$ cat src/rtl/acc_pkg.sv
// Shared types and constants for the command-driven accumulator (adder_acc_ctrl).
package acc_pkg;

    localparam int DATA_W = 16;

    localparam logic [DATA_W-1:0] SAT_POS = 16'h7FFF;
    localparam logic [DATA_W-1:0] SAT_NEG = 16'h8000;

    typedef enum logic [1:0] {
        OP_LOAD = 2'b00,
        OP_ADD  = 2'b01,
        OP_SUB  = 2'b10,
        OP_CLR  = 2'b11
    } op_t;

    typedef enum logic [1:0] {
        IDLE = 2'b00,
        EXEC = 2'b01,
        HOLD = 2'b10
    } state_t;

    typedef struct packed {
        op_t               op;
        logic [DATA_W-1:0] data;
    } cmd_t;

endpackage

$ cat src/rtl/acc_adder16.sv
// 16-bit two's complement adder/subtractor: SUB computes a - b as a + ~b + 1.
module acc_adder16
    import acc_pkg::*;
(
    input  logic [DATA_W-1:0] a_i,
    input  logic [DATA_W-1:0] b_i,
    input  logic              sub_i,
    output logic [DATA_W-1:0] sum_o,
    output logic              cout_o,
    output logic              ovf_o
);

    logic [DATA_W-1:0] b_eff;
    logic [DATA_W:0]   full_sum;

    assign b_eff    = b_i ^ {DATA_W{sub_i}};
    assign full_sum = {1'b0, a_i} + {1'b0, b_eff} + {{DATA_W{1'b0}}, sub_i};
    assign sum_o    = full_sum[DATA_W-1:0];
    assign cout_o   = full_sum[DATA_W];
    // Signed overflow: operands of equal sign produce a result of the other sign.
    assign ovf_o    = (a_i[DATA_W-1] == b_eff[DATA_W-1]) &&
                      (sum_o[DATA_W-1] != a_i[DATA_W-1]);

endmodule

$ cat src/rtl/acc_cmd_fifo.sv
// Count-based command FIFO, DEPTH x cmd_t; DEPTH must be a power of two so pointers wrap.
module acc_cmd_fifo
    import acc_pkg::*;
#(
    parameter int DEPTH = 4
) (
    input  logic clk,
    input  logic rst_n,
    input  logic push_i,
    input  cmd_t wdata_i,
    input  logic pop_i,
    output cmd_t rdata_o,
    output logic full_o,
    output logic empty_o
);

    localparam int PTR_W = $clog2(DEPTH);

    cmd_t             mem_q [DEPTH];
    logic [PTR_W-1:0] wr_ptr_q;
    logic [PTR_W-1:0] rd_ptr_q;
    logic [PTR_W:0]   count_q;

    // NOTE: the storage array is deliberately not reset; pointers and count define validity.
    always_ff @(posedge clk) begin
        if (push_i) mem_q[wr_ptr_q] <= wdata_i;
    end

    // NOTE: sequential state uses non-blocking assignments so every register samples pre-edge values.
    always_ff @(posedge clk or negedge rst_n) begin
        if (!rst_n) begin
            wr_ptr_q <= '0;
            rd_ptr_q <= '0;
            count_q  <= '0;
        end else begin
            if (push_i) wr_ptr_q <= wr_ptr_q + 1'b1;
            if (pop_i)  rd_ptr_q <= rd_ptr_q + 1'b1;
            case ({push_i, pop_i})
                2'b10:   count_q <= count_q + 1'b1;
                2'b01:   count_q <= count_q - 1'b1;
                default: count_q <= count_q;
            endcase
        end
    end

    assign rdata_o = mem_q[rd_ptr_q];
    assign full_o  = (count_q == DEPTH[PTR_W:0]);
    assign empty_o = (count_q == '0);

endmodule

$ cat src/rtl/adder_acc_ctrl.sv
// Command FIFO -> single-issue FSM -> 16-bit adder -> registered result with valid/ready.
// Optional build macro ACC_SAT_EN: clamp ADD/SUB results on signed overflow.
module adder_acc_ctrl
    import acc_pkg::*;
#(
    parameter int DEPTH = 4
) (
    input  logic              clk,
    input  logic              rst_n,
    input  logic              in_valid,
    output logic              in_ready,
    input  logic [1:0]        in_op,
    input  logic [DATA_W-1:0] in_data,
    output logic              res_valid,
    input  logic              res_ready,
    output logic [DATA_W-1:0] res_data,
    output logic              res_ovf,
    output logic              res_cout,
    output logic [DATA_W-1:0] acc,
    output logic              sticky_ovf
);

    state_t            state_q, state_d;
    cmd_t              cmd_q;
    cmd_t              fifo_wdata, fifo_rdata;
    logic              fifo_push, fifo_pop, fifo_full, fifo_empty;
    logic [DATA_W-1:0] acc_q, acc_d;
    logic              ovf_q, ovf_d, cout_q, cout_d, sticky_q;
    logic [DATA_W-1:0] add_sum;
    logic              add_cout, add_ovf;

    assign fifo_wdata.op   = op_t'(in_op);
    assign fifo_wdata.data = in_data;
    assign fifo_push       = in_valid && in_ready;

    acc_cmd_fifo #(.DEPTH(DEPTH)) u_fifo (
        .clk     (clk),
        .rst_n   (rst_n),
        .push_i  (fifo_push),
        .wdata_i (fifo_wdata),
        .pop_i   (fifo_pop),
        .rdata_o (fifo_rdata),
        .full_o  (fifo_full),
        .empty_o (fifo_empty)
    );

    acc_adder16 u_adder (
        .a_i    (acc_q),
        .b_i    (cmd_q.data),
        .sub_i  (cmd_q.op == OP_SUB),
        .sum_o  (add_sum),
        .cout_o (add_cout),
        .ovf_o  (add_ovf)
    );

    // NOTE: every always_comb output gets a default first so no path infers a latch.
    always_comb begin
        state_d  = state_q;
        fifo_pop = 1'b0;
        case (state_q)
            IDLE: if (!fifo_empty) begin
                fifo_pop = 1'b1;
                state_d  = EXEC;
            end
            EXEC: state_d = HOLD;
            HOLD: if (res_ready) begin
                fifo_pop = !fifo_empty;
                state_d  = fifo_empty ? IDLE : EXEC;
            end
            default: state_d = IDLE;
        endcase
    end

    always_comb begin
        acc_d  = '0;
        ovf_d  = 1'b0;
        cout_d = 1'b0;
        case (cmd_q.op)
            OP_LOAD: acc_d = cmd_q.data;
            OP_ADD, OP_SUB: begin
                acc_d  = add_sum;
                ovf_d  = add_ovf;
                cout_d = add_cout;
`ifdef ACC_SAT_EN
                // On overflow the true result has the sign of the old accumulator.
                if (add_ovf) acc_d = acc_q[DATA_W-1] ? SAT_NEG : SAT_POS;
`endif
            end
            default: acc_d = '0;
        endcase
    end

    always_ff @(posedge clk or negedge rst_n) begin
        if (!rst_n) begin
            state_q  <= IDLE;
            cmd_q    <= '{op: OP_LOAD, data: '0};
            acc_q    <= '0;
            ovf_q    <= 1'b0;
            cout_q   <= 1'b0;
            sticky_q <= 1'b0;
        end else begin
            state_q <= state_d;
            if (fifo_pop) cmd_q <= fifo_rdata;
            if (state_q == EXEC) begin
                acc_q    <= acc_d;
                ovf_q    <= ovf_d;
                cout_q   <= cout_d;
                sticky_q <= (cmd_q.op == OP_LOAD || cmd_q.op == OP_CLR) ? 1'b0 : (sticky_q | ovf_d);
            end
        end
    end

    // The result register and the accumulator always hold the same value.
    assign in_ready   = !fifo_full;
    assign res_valid  = (state_q == HOLD);
    assign res_data   = acc_q;
    assign acc        = acc_q;
    assign res_ovf    = ovf_q;
    assign res_cout   = cout_q;
    assign sticky_ovf = sticky_q;

endmodule

$ cat config.mk
export PLATFORM = sky130hd
export DESIGN_NAME = adder_acc_ctrl
export DESIGN_NICKNAME = d
export VERILOG_FILES = /design/src/rtl/acc_pkg.sv /design/src/rtl/acc_adder16.sv /design/src/rtl/acc_cmd_fifo.sv /design/src/rtl/adder_acc_ctrl.sv
export SDC_FILE = /design/constraint.sdc
export NUM_CORES = 1
export LEC_CHECK = 0
export ABC_CLOCK_PERIOD_IN_PS = 7600
export BUFFER_PORTS_ARGS = -buffer_cell sky130_fd_sc_hd__buf_2
export CAP_MARGIN = 10
export CORE_UTILIZATION = 45
export DETAILED_ROUTE_END_ITERATION = 8
export GPL_TIMING_DRIVEN = 0
export PLACE_DENSITY = 0.7
export SLEW_MARGIN = 20
export SYNTH_ARGS = -nofsm -noshare
export SYNTH_HDL_FRONTEND = slang
export SYNTH_SLANG_ARGS = --single-unit
$ cat constraint.sdc
create_clock -name clk -period 7.6 [get_ports clk]
set_input_delay 1.14 -clock clk [delete_from_list [all_inputs] [get_ports clk]]
set_output_delay 1.14 -clock clk [all_outputs]
set_load 0.005 [all_outputs]
==> flow_metrics.tcl, run 1 <==
set metrics [dict create \
    status "complete, no violations" \
    rsz0062_at_grt "false" \
    r2r_slack_ns 3.71 \
    reg2reg_from "cmd_q[16]$_DFFE_PN0P_" \
    hp-class "register to register" \
    drtIter0Drc 164 \
    reg2reg_depth 13 \
    drcViolationCount 0 \
    dieArea_um2 12710 \
    clock_tree.root_cell "clkbuf_16" \
    maxCapViolCount 0 \
    ys_ff_latch 118 \
    synth_fp_nets 433 \
    firstDrtPassIters 4 \
    routed_wl_um 10500 \
    drive_gt1_share_pct 30.25 \
    slew_headroom_pct 35.30 \
    min_period_ns 3.890 \
    cts_resized 0 \
    grt_usage_pct 18.15 \
    wl_per_cell_um 16.86 \
    synth-edff-count 72 \
    die_w_um 112.7 \
    leakagePower_nw 2.757 \
    io_buffers 58 \
    antenna_found_initial 0 \
    crit_path_end_kind "register" \
    rows 40 \
    reg2reg_to "acc[14]$_DFFE_PN0N_" \
    fin_ws_ns 3.710 \
    postCtsSetupBuffers 0 \
    clock_skew_ns 0.009520 \
    slew_viol_final 0 \
    crit_type "register to register" \
    die_h_um 112.7 \
    ys_seq_area_share_pct 60.05 \
    p_per_area_nw_per_um2 517.9 \
    min_to "res_ovf$_DFFE_PN0N_" \
    syn2layout_area_growth_pct 19.77 \
    worst-path-buf-inv 3 \
    h-tree-depth 4 \
    synth-main-ff-cell "edfxtp_1" \
    final-setup-viol-count 0 \
    synth_cell_type_count 45 \
    clkTransAtPathRegs_ns 0.06 \
    avgViaCountPerCell 5.398 \
    cts_tree "built" \
    final_core_util_pct 55.25 \
    gr-total-overflow 0 \
    yosysWarnings 0 \
    synthArstFlopShare_pct 38.98 \
    netlist_instances 386 \
    grt_pass1_vias 3405 \
    crit_arrival_ns 4.21 \
    core_area_um2 11960 \
    critPathTopFamily "compound AO/OA/AOI/OAI gates" \
    startpoint_type "register" \
    clock_sinks 118 \
    antenna_left 0 \
    min_period_over_period_pct 51.18 \
    syn_area_um2 5518 \
    n_antenna_cell 0 \
    max_freq_ghz 0.2571 \
    preCtsSetupSlack_ns 3.720 \
    cp_slowest_cell "clkbuf_1" \
    worst_slew_pin_slew_ns 0.9705 \
    grt_max_degree 47 \
    grt_first_pass_wirelength_um 17320 \
    ctsHoldBuffers 0 \
    cp_max_fo 10 \
    hold_viol 0 \
    cts_buffers 17 \
    avgSynthCellArea_um2 14.29 \
    ir_worst_vdd_mv 0.1807 \
    vias 3363 \
    routabilityCongestion 0.8726 \
    cpPeakStageDelay_ns 0.57 \
    tns_ns 0 \
    hold_path_depth 2 \
    crit_chain "inv_1 > ha_1 > buf_6 > clkbuf_1 > xor2_1 > fa_1 > a21o_1 > a21oi_1 > o211ai_1 > a221o_1 > nand2_1 > mux2_2 > o21ai_0" \
    clkLatencyLatePin_ns 0.41 \
    layout.cells.non_filler 623 \
    cp_data_required_time_ns 7.93 \
    holdCritStartpoint "res_ovf$_DFFE_PN0N_" \
    dp_cells 591 \
    layout.nets 510 \
    dp_hpwl_um 6882 \
    initial_utilization_pct 46.13 \
    pin_count 59 \
    cts_buffer_depth 2 \
]
## state kept, by name, summed over array words and instances (netlist names)
| register | cells |
|---|---|
| u_fifo.mem_q | 72 |
| state_q | 2 |
| u_fifo.rd_ptr_q | 2 |
| sticky_ovf | 1 |
| u_fifo.count_q | 3 |
| res_cout | 1 |
| res_ovf | 1 |
| acc | 16 |
| cmd_q | 18 |
| u_fifo.wr_ptr_q | 2 |
## stage by stage
step                total power (W)  cell area, µm²  hold WS (ns)
finish                     0.003423            6609        0.4804
global route               0.003674            6609        0.5377
CTS                        0.003448            6606        0.4897
detailed placement         0.002601            5992        0.4759
global placement           0.002543            5992        0.4567
floorplan                  0.002221            5518        0.4643
## cells in the mapped netlist, types with 2 or more instances
cell       n  area share (%)
edfxtp_1  72              39
dfrtp_1   46              21
o21ai_0   24             2.2
xor2_1    24             3.8
ha_1      23             5.2
nand2_1   21             1.4
mux4_2    18             7.3
a21oi_1   17             1.5
buf_4     16             2.2
inv_1     16             1.1
mux2_2    16             3.3
a22oi_1   14             1.9
clkbuf_1  11            0.75
nor2_1     9            0.61
xnor2_1    9             1.4
and3_1     8            0.91
nor3_1     4            0.36
nand2b_1   3            0.34
a21o_1     2            0.27
and2_1     2            0.23
fa_1       2            0.73
nand3_1    2            0.18
nor3b_1    2            0.27
o211ai_1   2            0.27
o31ai_1    2            0.27
or2_2      2            0.23
## area by class of cell
cell class                      count  area [µm²]
Fill cell                         953        5353
Multi-Input combinational cell    223        1968
Timing Repair Buffer               58       292.8
Sequential cell                   118        3313
Inverter                           16       60.06
Tap cell                          147       183.9
Buffer                             29       176.4
Clock buffer                       19       432.9
Clock inverter                     13       181.4
## placed cells by master, fill, tap and decap left out, types with 8 or more instances in the layout
master / Yosys / final
xor2_1: 24 / 24
and3_1: 8 / 8
inv_1: 16 / 16
a21oi_1: 17 / 17
buf_2: 0 / 57
edfxtp_1: 72 / 72
clkbuf_1: 11 / 13
ha_1: 23 / 23
mux2_2: 16 / 16
clkbuf_16: 0 / 17
xnor2_1: 9 / 9
nand2_1: 21 / 21
nor2_1: 9 / 9
buf_4: 16 / 17
dfrtp_1: 46 / 46
a22oi_1: 14 / 14
mux4_2: 18 / 18
o21ai_0: 24 / 24
## power by group
part | internal (W) | leakage (nW) | total (W) | switching, W
clock network | 0.000547 | 0.298 | 0.000825 | 0.000278
registers | 0.000894 | 1.22 | 0.00103 | 0.000134
logic | 0.000743 | 1.24 | 0.00157 | 0.000827
## cell families after synthesis
logic type / share of synthesized area [%]
flops: 60.05
compound gates: 8.503
simple gates: 4.921
buf+inv: 4.286
mux: 11.07
xor+xnor: 5.238
fa+ha+maj: 5.941
## worst max path at each step
stage | end | start | depth (start not counted)
6_report | acc[14]$_DFFE_PN0N_ | cmd_q[16]$_DFFE_PN0P_ | 13
5_1_grt | acc[14]$_DFFE_PN0N_ | cmd_q[16]$_DFFE_PN0P_ | 13
4_1_cts | acc[14]$_DFFE_PN0N_ | cmd_q[16]$_DFFE_PN0P_ | 13
3_5_place_dp | acc[14]$_DFFE_PN0N_ | cmd_q[16]$_DFFE_PN0P_ | 13
3_3_place_gp | acc[14]$_DFFE_PN0N_ | cmd_q[16]$_DFFE_PN0P_ | 13
2_1_floorplan | acc[14]$_DFFE_PN0N_ | cmd_q[16]$_DFFE_PN0P_ | 13
## tightest hold or removal path, cell delays in order (launching register included)
cell	delay, ns
dfrtp_1	0.34
nand2_1	0.05
nand2_1	0.06
## routing by layer
layer	vias to the layer above	track usage (%)	routed length (µm)
met5	-	0	0
met4	0	6.844	140
met3	14	5.303	431
met2	80	29.59	5301
met1	1679	23.08	4628
li1	1590	-	-
Power figures use the tool's default switching activity.
==> inputs of run 2 (changes only) <==
--- a/config.mk
+++ b/config.mk
@@ -5,7 +5,7 @@
 export SDC_FILE = /design/constraint.sdc
 export NUM_CORES = 1
 export LEC_CHECK = 0
-export ABC_CLOCK_PERIOD_IN_PS = 7600
+export ABC_CLOCK_PERIOD_IN_PS = 3900
 export BUFFER_PORTS_ARGS = -buffer_cell sky130_fd_sc_hd__buf_2
 export CAP_MARGIN = 10
 export CORE_UTILIZATION = 45
==> constraint.sdc (replaced) <==
create_clock -name clk -period 3.9 [get_ports clk]
set_input_delay 0.585 -clock clk [delete_from_list [all_inputs] [get_ports clk]]
set_output_delay 0.585 -clock clk [all_outputs]
set_load 0.005 [all_outputs]
==> flow_metrics.tcl, run 2 (synthesis gave the netlist of run 1 again) <==
set metrics [dict create \
    pin_count 59 \
    grt_pass1_vias 3393 \
    crit_arrival_ns 3.67 \
    tns_ns 0 \
    rows 40 \
    clkLatencyLatePin_ns 0.41 \
    maxCapViolCount 0 \
    grt_max_degree 47 \
    dp_hpwl_um 6882 \
    worst_slew_pin_slew_ns 0.9684 \
    drtIter0Drc 155 \
    dp_cells 591 \
    antenna_found_initial 0 \
    min_period_over_period_pct 85.69 \
    layout.nets 509 \
    antenna_left 0 \
    critPathLaunch "cmd_q[16]$_DFFE_PN0P_" \
    dr.max_layer_used "met4" \
    status "complete, no violations" \
    syn2layout_area_growth_pct 19.71 \
    drive_gt1_share_pct 30.32 \
    final-setup-viol-count 0 \
    r2r_slack_ns 0.56 \
    cts_tree "built" \
    gr-total-overflow 0 \
    leakagePower_nw 2.756 \
    layout.cells.non_filler 622 \
    vias 3371 \
    cp-endpoint "acc[14]$_DFFE_PN0N_" \
    wl_per_cell_um 16.84 \
    fin_hold_ws_ns 0.1773 \
    cp_max_fo 16 \
    crit_path_end_kind "register" \
    max_freq_ghz 0.2992 \
    reg2reg_depth 12 \
    ctsHoldBuffers 0 \
    hp-class "primary input to async pin" \
    cpPeakStageDelay_ns 0.41 \
    routed_wl_um 10470 \
    drt-met1-wl_um 4591 \
    dpl_cell_area_um2 5992 \
    mostFrequentLayoutCell "edfxtp_1" \
    stdcell_area_um2 6605 \
    routabilityCongestion 0.8726 \
    die_h_um 112.7 \
    crit_type "register to register" \
    final_cell_mix "edfxtp_1 (72), buf_2 (57), dfrtp_1 (46), xor2_1 (24), o21ai_0 (24)" \
    firstDrtPassIters 5 \
    top_register "u_fifo.mem_q" \
    cp_slowest_cell "fa_1" \
    clock_skew_ns 0.009599 \
    min_period_ns 3.342 \
    initial_utilization_pct 46.13 \
    clock_sinks 118 \
    clock_tree.root_cell "clkbuf_16" \
    n_antenna_cell 0 \
    drcViolationCount 0 \
    final_core_util_pct 55.22 \
    crit_chain "inv_1 > ha_1 > buf_6 > mux2_4 > fa_1 > a21o_1 > a21oi_1 > o211ai_1 > a221o_1 > nand2_1 > mux2_2 > o21ai_0" \
    cts_buffer_depth 2 \
    cp_data_required_time_ns 4.23 \
    wl_met2_um 5266 \
    startpoint_type "register" \
    dieArea_um2 12710 \
    h-tree-depth 4 \
    largest_reg_flops 72 \
    rsz0062_at_grt "false" \
    cts_buffers 17 \
    slew_viol_final 0 \
    wl_met3_um 485 \
    io_buffers 58 \
    ir_worst_vdd_mv 0.3528 \
    hold_viol 0 \
    p_per_area_nw_per_um2 1009 \
    avgViaCountPerCell 5.420 \
    grt_first_pass_wirelength_um 17310 \
    reg2reg_from "cmd_q[16]$_DFFE_PN0P_" \
    core_area_um2 11960 \
    grt_usage_pct 18.14 \
    die_w_um 112.7 \
    clkTransAtPathRegs_ns 0.05 \
    reg2reg_to "acc[14]$_DFFE_PN0N_" \
    slew_headroom_pct 35.44 \
]
[run 2: cell count changes in the layout (fill, tap and decap cells not counted), sizes merged]
cell    before  now
clkbuf      30   29
[run 2: how the worst min path moves through the flow]
stage,from,end,slack (ns),cells after the start
floorplan,rst_n,acc[0]$_DFFE_PN0N_,0.29,0
global placement,res_ovf$_DFFE_PN0N_,res_ovf$_DFFE_PN0N_,0.46,2
detailed placement,res_ovf$_DFFE_PN0N_,res_ovf$_DFFE_PN0N_,0.48,2
CTS,res_ready,state_q[1]$_DFFE_PN0P_,0.37,2
global route,rst_n,acc[15]$_DFFE_PN0N_,0.23,1
finish,rst_n,res_cout$_DFFE_PN0N_,0.18,1
[run 2: report_power, final]
group / switching [W] / internal [W]
clock network: 0.000543 / 0.00107
logic: 0.00161 / 0.00145
registers: 0.000259 / 0.00174
[run 2: critical path, delay by kind of cell, from the launching register on]
kind	cells	cell delay (ns)
flops	1	0.36
fa+ha+maj	2	0.62
mux	2	0.64
simple gates	1	0.08
buf+inv	2	0.25
compound gates	5	1.31
[run 2: cell type report]
class                           count  area [µm²]
Inverter                           16       60.06
Fill cell                         953        5356
Tap cell                          147       183.9
Sequential cell                   118        3313
Clock buffer                       19       432.9
Timing Repair Buffer               58       292.8
Multi-Input combinational cell    223        1968
Buffer                             28       172.7
Clock inverter                     13       181.4
[run 2: per-stage QoR]
stage | worst slack (ns) | total power, W
after detailed placement | 0.02018 | 0.005069
after floorplan | 0.5852 | 0.004327
final | 0.5580 | 0.006667
after global placement | 0.08389 | 0.004956
after CTS | 0.5752 | 0.006714
after global routing | 0.4597 | 0.007156
[run 2: repair_timing]
action,4_1_cts,5_1_grt
endpoints found under the setup margin,1,0
buffers inserted,0,0
resized for setup,0,0
endpoints found under the hold margin,0,0
[run 2: layer usage]
metal	track usage, %	vias up
met5	0	-
met4	6.578	0
met3	5.249	14
li1	-	1588
met1	23.15	1684
met2	29.63	85
